$ cat config.mk
export PLATFORM = sky130hd
export DESIGN_NAME = instruction_fetch_queue
export DESIGN_NICKNAME = d
export VERILOG_FILES = /design/src/rtl/ifq_pkg.sv /design/src/rtl/fetch_fifo.sv /design/src/rtl/instruction_fetch_queue.sv
export SDC_FILE = /design/constraint.sdc
export NUM_CORES = 1
export LEC_CHECK = 0
export ABC_AREA = 1
export CORE_MARGIN = 1
export CORE_UTILIZATION = 40
export DETAILED_ROUTE_END_ITERATION = 16
export PLACE_DENSITY_LB_ADDON = 0.05
export SYNTH_ARGS = -nofsm -noshare
export SYNTH_HDL_FRONTEND = slang
export SYNTH_SLANG_ARGS = --single-unit
$ cat constraint.sdc
create_clock -name i_clk -period 20.6 [get_ports i_clk]
set_input_delay 5.15 -clock i_clk [delete_from_list [all_inputs] [get_ports i_clk]]
set_output_delay 5.15 -clock i_clk [all_outputs]
set_load 0.01 [all_outputs]
$ cat src/rtl/ifq_pkg.sv
// Shared definitions for the instruction fetch queue: FSM encoding and PC step.
package ifq_pkg;

   typedef enum logic [1:0] {
      S_IDLE  = 2'd0,
      S_FETCH = 2'd1,
      S_HALT  = 2'd2
   } ifq_state_e;

   localparam int unsigned PcIncrement = 4;

endpackage

$ cat src/rtl/fetch_fifo.sv
// Circular FIFO holding fetched entries; clear drops everything on the next edge.
module fetch_fifo #(
   parameter int unsigned WIDTH = 8,
   parameter int unsigned DEPTH = 4
) (
   input  logic                   clk_i,
   input  logic                   rst_ni,
   input  logic                   clear_i,
   input  logic                   push_i,
   input  logic [WIDTH-1:0]       wdata_i,
   input  logic                   pop_i,
   output logic [WIDTH-1:0]       rdata_o,
   output logic [$clog2(DEPTH):0] count_o
);

   localparam int unsigned PW = $clog2(DEPTH);

   logic [WIDTH-1:0] mem_q [DEPTH];
   logic [PW-1:0]    wr_ptr_q;
   logic [PW-1:0]    rd_ptr_q;
   logic [PW:0]      count_q;
   logic             do_push;
   logic             do_pop;

   // Clear and reset take precedence over any push/pop in the same cycle.
   assign do_push = rst_ni && !clear_i && push_i && (count_q != (PW+1)'(DEPTH));
   assign do_pop  = rst_ni && !clear_i && pop_i && (count_q != '0);

   always_ff @(posedge clk_i) begin
      if (!rst_ni || clear_i) begin
         wr_ptr_q <= '0;
         rd_ptr_q <= '0;
         count_q  <= '0;
      end else begin
         if (do_push) wr_ptr_q <= wr_ptr_q + 1'b1;
         if (do_pop)  rd_ptr_q <= rd_ptr_q + 1'b1;
         case ({do_push, do_pop})
            2'b10:   count_q <= count_q + 1'b1;
            2'b01:   count_q <= count_q - 1'b1;
            default: ;
         endcase
      end
   end

   always_ff @(posedge clk_i) begin
      if (do_push) mem_q[wr_ptr_q] <= wdata_i;
   end

   assign rdata_o = mem_q[rd_ptr_q];
   assign count_o = count_q;

endmodule

$ cat src/rtl/instruction_fetch_queue.sv
// Fetch front end: PC sequencing, branch/jump redirect and credit-limited requests
// into a fetch queue that feeds decode.
module instruction_fetch_queue #(
   parameter int unsigned       ADDR_W   = 32,
   parameter int unsigned       DATA_W   = 32,
   parameter int unsigned       DEPTH    = 4,
   parameter logic [ADDR_W-1:0] RESET_PC = '0
) (
   input  logic                   i_clk,
   input  logic                   i_reset,
   input  logic                   i_branch,
   input  logic                   i_zero,
   input  logic [ADDR_W-1:0]      i_br_address,
   input  logic                   i_jump,
   input  logic [ADDR_W-1:0]      i_jmp_address,
   input  logic                   i_halt,
   output logic                   o_imem_req,
   output logic [ADDR_W-1:0]      o_imem_addr,
   input  logic [DATA_W-1:0]      i_imem_rdata,
   output logic                   o_valid,
   input  logic                   i_ready,
   output logic [DATA_W-1:0]      o_instruction,
   output logic [ADDR_W-1:0]      o_pc,
   output logic [ADDR_W-1:0]      o_pc_increment,
   output logic [$clog2(DEPTH):0] o_count
);

   import ifq_pkg::*;

   localparam int unsigned       CW     = $clog2(DEPTH) + 1;
   localparam int unsigned       EW     = DATA_W + 2 * ADDR_W;
   localparam logic [ADDR_W-1:0] PcStep = ADDR_W'(PcIncrement);

   ifq_state_e        state_q;
   logic [ADDR_W-1:0] pc_q, pc_d;
   logic [ADDR_W-1:0] req_pc_q;
   logic              inflight_q;
   logic              redirect;
   logic [ADDR_W-1:0] redirect_pc;
   logic              req;
   logic [CW:0]       credit_used;
   logic [CW-1:0]     count;
   logic [EW-1:0]     head;
   logic [EW-1:0]     entry;
   logic              head_valid;
   logic              push;
   logic              pop;

   assign redirect    = i_jump | (i_branch & i_zero);
   assign redirect_pc = i_jump ? i_jmp_address : i_br_address;

   // Queued entries plus the outstanding response must never exceed the queue size.
   assign credit_used = {1'b0, count} + {{CW{1'b0}}, inflight_q};
   assign req = i_reset && (state_q == S_FETCH) && !redirect &&
                (credit_used < (CW+1)'(DEPTH));

   assign head_valid = i_reset && (count != '0);
   assign push       = inflight_q && !redirect;
   assign pop        = head_valid && i_ready && !redirect;
   assign entry      = {i_imem_rdata, req_pc_q, req_pc_q + PcStep};

   always_comb begin
      pc_d = pc_q;
      if (redirect) begin
         pc_d = redirect_pc;
      end else if (req) begin
         pc_d = pc_q + PcStep;
      end
   end

   always_ff @(posedge i_clk) begin
      if (!i_reset) begin
         state_q    <= S_IDLE;
         pc_q       <= RESET_PC;
         req_pc_q   <= RESET_PC;
         inflight_q <= 1'b0;
      end else begin
         case (state_q)
            S_IDLE:  state_q <= S_FETCH;
            S_FETCH: if (i_halt)  state_q <= S_HALT;
            S_HALT:  if (!i_halt) state_q <= S_FETCH;
            default: state_q <= S_IDLE;
         endcase
         pc_q       <= pc_d;
         inflight_q <= req;
         if (req) req_pc_q <= pc_q;
      end
   end

   fetch_fifo #(
      .WIDTH (EW),
      .DEPTH (DEPTH)
   ) u_fifo (
      .clk_i   (i_clk),
      .rst_ni  (i_reset),
      .clear_i (redirect),
      .push_i  (push),
      .wdata_i (entry),
      .pop_i   (pop),
      .rdata_o (head),
      .count_o (count)
   );

   always_comb begin
      o_imem_req     = req;
      o_imem_addr    = pc_q;
      o_valid        = head_valid;
      o_count        = i_reset ? count : '0;
      o_instruction  = '0;
      o_pc           = '0;
      o_pc_increment = '0;
      if (head_valid) begin
         o_instruction  = head[EW-1:2*ADDR_W];
         o_pc           = head[2*ADDR_W-1:ADDR_W];
         o_pc_increment = head[ADDR_W-1:0];
      end
   end

endmodule
# Word-level counts from Yosys, hierarchy flattened
# Memory sizes are Yosys's and may differ from the RTL's. A register that Yosys moved wholly into a read port is not among the register bits.
# Index checks and enable logic that the tools add are counted.
# Widths: inputs -> output; s select.
op_classes:
  mul: 0
  add_sub_neg: 7
  eq_ne: 7
  n_mux: 15
  shift: 0
  bitwise: 2
  n_reduce_logical: 20
  order_cmp: 1
  n_div: 0
op_table:
  columns: ["cell", "n"]
  rows:
  - ["$mux 32", 6]
  - ["$add 32x3->32 const B", 2]
  - ["$logic_and 1x1->1", 12]
  - ["$mux 2", 4]
  - ["$pmux 2 s3", 1]
  - ["$pmux 3 s2", 1]
  - ["$add 2x1->2 const B", 2]
  - ["$add 3x1->4", 1]
  - ["$eq 2x1->1 const B", 2]
  - ["$eq 2x2->1 const B", 2]
  - ["$lt 4x3->1 const B", 1]
  - ["$ne 2x2->1 const B", 2]
  - ["$reduce_bool 2->1", 2]
  - ["$add 3x1->3 const B", 1]
  - ["$mux 3", 1]
  - ["$ne 3x3->1 const B", 1]
  - ["$reduce_bool 3->1", 1]
  - ["$sub 3x1->3 const B", 1]
  - ["$logic_not 1->1", 2]
  - ["$logic_not 2->1", 1]
  - ["$mux 1", 2]
  - ["$reduce_and 2->1", 1]
  - ["$and 1x1->1", 1]
  - ["$logic_or 1x1->1", 1]
  - ["$or 1x1->1", 1]
totals:
  rom_bits: 0
  memories: 1
  ff_bits: 74
  in_bits: 103
  ramBits: 384
  word_cells: 60
  latchBits: 0
  output_inout_bits: 133
memory_table:
  columns: ["memory", "words", "width", "rd", "rd_clocked_by_memory_dff", "write_ports", "line", "rtl"]
  rows:
  - ["u_fifo.mem_q", 4, 96, 1, 1, 1, "fetch_fifo.sv:18", "logic [WIDTH-1:0] mem_q [DEPTH];"]

# Logic depth before layout (Yosys ltp)
logic_depth:
  word_depth: 8
  mapped_depth: 13
  depth_no_buf: 12

# Hierarchy
# A second synthesis with hierarchy kept.
unflattened:
  cells_unflattened: 1962
  hier_area_um2: 20181.9
modules_own_cells:
  columns: ["mod", "instances", "cells_each", "area_each_um2", "seq_area_each_um2"]
  rows:
  - ["fetch_fifo", 1, 1002, 14774.2, 11711.2]
  - ["instruction_fetch_queue", 1, 960, 5407.7, 1341.3]

# Least setup slack after synthesis
# No wires, ideal clock.
synth_path:
  kind: "input -> output"
  startpoint: "input i_reset"
  endpoint: "output o_pc_increment[0]"
  arrival_time_ns: 6.085
  path_stages: 6
  t_required_ns: 15.450
  slack_ns: 9.365
  n_path_buf: 2
  cell_sequence: "nand2_1 > nand3_1 > inv_1 > clkbuf_1 > a21oi_1 > buf_4"
synth_between:
  elab_chain_cells: 2
synth_lines:
  columns: ["element", "line", "rtl"]
  rows:
  - ["start: declaration", "instruction_fetch_queue.sv:10", "input logic i_reset,"]
  - ["$logic_and 1x1->1", "instruction_fetch_queue.sv:57", "assign head_valid = i_reset && (count != '0);"]
  - ["named net o_valid", "instruction_fetch_queue.sv:20", "output logic o_valid,"]
  - ["$mux 32", "instruction_fetch_queue.sv:112", "if (head_valid) begin"]
  - ["end: declaration", "instruction_fetch_queue.sv:24", "output logic [ADDR_W-1:0] o_pc_increment,"]
# The timed path passes the listed nets, and every way through them passes these cells.

# Worst setup path after layout
layout_path:
  startpoint: "input i_jump"
  endpoint: "output o_imem_req"
layout_between:
  elab_chain_cells: 4
layout_lines:
  columns: ["element", "line", "rtl"]
  rows:
  - ["start: declaration", "instruction_fetch_queue.sv:14", "input logic i_jump,"]
  - ["$or 1x1->1", "instruction_fetch_queue.sv:49", "assign redirect = i_jump | (i_branch & i_zero);"]
  - ["$logic_not 1->1", "instruction_fetch_queue.sv:54", "assign req = i_reset && (state_q == S_FETCH) && !redirect &&"]
  - ["$logic_and 1x1->1 (2 in a row)", "instruction_fetch_queue.sv:54", null]
  - ["end: declaration", "instruction_fetch_queue.sv:17", "output logic o_imem_req,"]
# No other way between the ends.

==> results.sh <==
export IMPL_status="complete, no violations"
export IMPL_numPortBuffers=235
export IMPL_post_cts_buffers=0
export IMPL_antenna_diode_count=0
export IMPL_grt_overflow=0
export IMPL_path_clk_slew_ps=50
export IMPL_synthFlopType="edfxtp_1"
export IMPL_async_flop_share_pct=0
export IMPL_detail_route_wl_per_cell_um=19.34
export IMPL_drt_iter0_markers=1042
export IMPL_start_util_pct=40.61
export IMPL_die_w_um=222.2
export IMPL_max_stage_delay_ps=600
export IMPL_grt_max_degree=100
export IMPL_clock_root_buffer="clkbuf_16"
export IMPL_critPathLaunchType="primary input"
export IMPL_ant_nets=0
export IMPL_synthTopCellsByArea="edfxtp_1, nor2_1, dfxtp_1, o21ai_0, nand2_1"
export IMPL_synth_edf_count=376
export IMPL_synth_top_area_share_pct=58.23
export IMPL_routed_wl_um=53330
export IMPL_rsz0062_at_grt="no"
export IMPL_grt_total_usage_pct=21.35
export IMPL_p_leak_nw=8.217
export IMPL_cp_arrival_ps=8200
export IMPL_viasPerCell=5.113
export IMPL_crit_start="i_jump"
export IMPL_rr_endpoint="u_fifo.mem_q[0][23]"
export IMPL_ir_drop_uv=57.56
export IMPL_design_area_mm2=0.02363
export IMPL_h_tree_depth=2
export IMPL_synthToLayoutAreaGrowth_pct=21.87
export IMPL_crit_slowest_cell="clkdlybuf4s50_1"
export IMPL_dp_cells=2672
export IMPL_synth_top_cell_by_area="edfxtp_1"
export IMPL_synth_cell_area_mm2=0.01939
export IMPL_hp_class="reg2reg"
export IMPL_finalCritPeriodShare_pct=64.81
export IMPL_setup_viol=0
export IMPL_fin_nets=2218
export IMPL_seq_area_frac_synth_pct=66.07
export IMPL_avgSynthCellArea_um2=10.16
export IMPL_vias=14100
export IMPL_path_cells="clkdlybuf4s50_1 -> buf_4 -> clkinv_4 -> nand2_4 -> nor2_4 -> nand2_4 -> inv_4 -> clkdlybuf4s50_1"
export IMPL_final_core_util_pct=49.49
export IMPL_fin_crit_ps=13350
export IMPL_p_per_area_mw_per_mm2=80.33
export IMPL_gp_congestion=0.8705
export IMPL_clockBufferDepth=3
export IMPL_tightest_slew_ps=1104
export IMPL_cts_tree="yes"
export IMPL_hold_buffers=0
export IMPL_ys_warn_count=0
export IMPL_place_area_mm2=0.02221
export IMPL_timing_final_hold_violations=0
export IMPL_cts_buffers=48
export IMPL_critPathCapture="o_imem_req"
export IMPL_cp_depth=8
export IMPL_drv_slew=0
export IMPL_chipHeight_um=222.2
export IMPL_cts_sinks=452
export IMPL_cp_end_kind="output port"
export IMPL_syn_num_nets=2019
export IMPL_rrSetupSlack_ps=17290
export IMPL_synthesis_instances=1908
export IMPL_drc=0
export IMPL_synth_cells_most_frequent="nor2_1, edfxtp_1, o21ai_0, nand2_1, a21oi_1"
export IMPL_setup_tns_final_ps=0
export IMPL_drv_cap=0
export IMPL_dr_pass1_iters=5
export IMPL_cpLargestDelayFamily="buffers and inverters"
export IMPL_post_synth_top_count_cell="nor2_1"
export IMPL_worst_path_buf_inv=5
export IMPL_cts_resized=0
export IMPL_final_cells=2757
export IMPL_num_io_pins=236
export IMPL_grt_pass1_vias=13330
export IMPL_synth_seq_cells=452
export IMPL_timing_fmax_mhz=74.90
export IMPL_ys_types=39
export IMPL_clk_latency_ps=570
export IMPL_cp_max_fo=64
export IMPL_antenna_found_initial=0
export IMPL_grt_first_pass_wirelength_um=80760
export IMPL_rows=80
export IMPL_dp_hpwl_um=33720
export IMPL_core_area_mm2=0.04775
export IMPL_critical_path_class="in2out"
export IMPL_r2r_start="u_fifo.count_o[1]"
export IMPL_slew_headroom_pct=26.42
export IMPL_drive_gt1_share_pct=4.855
export IMPL_finClkSkew_ps=16.31
export IMPL_r2r_cells=6
export IMPL_required_ps=15450
export IMPL_die_area_mm2=0.04936
[power breakdown]
part | switching, W | internal, W
registers | 0.0000179 | 0.000998
clock network | 0.000343 | 0.000454
logic | 0.0000453 | 0.0000401
[area by class of cell]
class / instances / area (µm²)
multi-input combinational: 1253 / 5757
timing repair buffer: 252 / 2480
inverter: 100 / 387.9
clock inverter: 18 / 103.9
clock buffer: 67 / 1314
tap: 615 / 769.5
fill: 4432 / 24110
sequential: 452 / 12820
[cells by family (layout without fill, tap and decap cells)]
kind of cell / count (synthesis) / count (layout) / synth area share (%)
AND/OR/NAND/NOR: 818 / 818 / 17.14
adder cells (fa/ha/maj): 8 / 8 / 0.5549
flip-flops: 452 / 452 / 66.07
buffers and inverters: 203 / 437 / 4.394
XOR/XNOR: 31 / 31 / 1.400
AO/OA/AOI/OAI: 396 / 396 / 10.43
[per-layer routing]
metal / GRT usage (%) / wire length (µm)
met2: 34.26 / 24900
met4: 5.152 / 972
met3: 4.589 / 3029
met5: 0 / 0
met1: 29.49 / 24430
[cell usage in the layout, fill, tap and decap left out, types with 8 or more instances in the layout]
cell             netlist  final
nand2_1              198    198
clkinv_1               0     11
buf_4                  5     17
dfxtp_1               76     74
clkdlybuf4s50_1        0    235
nor2_4                 4      8
nor3_1                22     22
clkbuf_1              45     16
o21ai_0              218    218
nor2_1               497    493
inv_1                 95     93
a21oi_1              137    137
o21ai_1               14     14
nand3_1               69     69
a31oi_1               21     21
clkbuf_16              0     49
edfxtp_1             376    376
xnor2_1                8      8
xor2_1                23     23
nand4_1               13     13
[per-stage QoR]
step	total power (W)	hold slack, ps	setup WS [ps]
2_1_floorplan	0.001067	435.6	9365
3_3_place_gp	0.001119	447.5	7299
3_5_place_dp	0.001120	450.3	7249
4_1_cts	0.001918	459.1	7249
5_1_grt	0.001961	492.9	7030
6_report	0.001898	456.5	7249
[flip-flops by register name, summed over array words and instances, names as in the netlist, named ones only]
name / cells
req_pc_q: 32
u_fifo.count_o: 3
o_imem_addr: 32
u_fifo.rd_ptr_q: 2
u_fifo.mem_q: 376
inflight_q: 1
state_q: 2
u_fifo.wr_ptr_q: 2
[worst min-delay path by stage]
| stage | cells after the start | start | end | slack [ps] |
|---|---|---|---|---|
| global route | 2 | u_fifo.rd_ptr_q[1] | flip-flop | 490 |
| detailed placement | 2 | u_fifo.rd_ptr_q[1] | flip-flop | 450 |
| finish | 2 | u_fifo.rd_ptr_q[1] | flip-flop | 460 |
| floorplan | 2 | u_fifo.rd_ptr_q[1] | flip-flop | 440 |
| global placement | 2 | u_fifo.rd_ptr_q[1] | flip-flop | 450 |
| CTS | 2 | u_fifo.rd_ptr_q[1] | flip-flop | 460 |
[worst register-to-register path, stage by stage, from the launching register on]
cell,delay (ps)
dfxtp_1,460
o31ai_1,190
inv_1,110
nand2_1,250
nor2_4,580
buf_4,700
buf_4,620
Note: power is estimated with default switching activity, not from simulation.
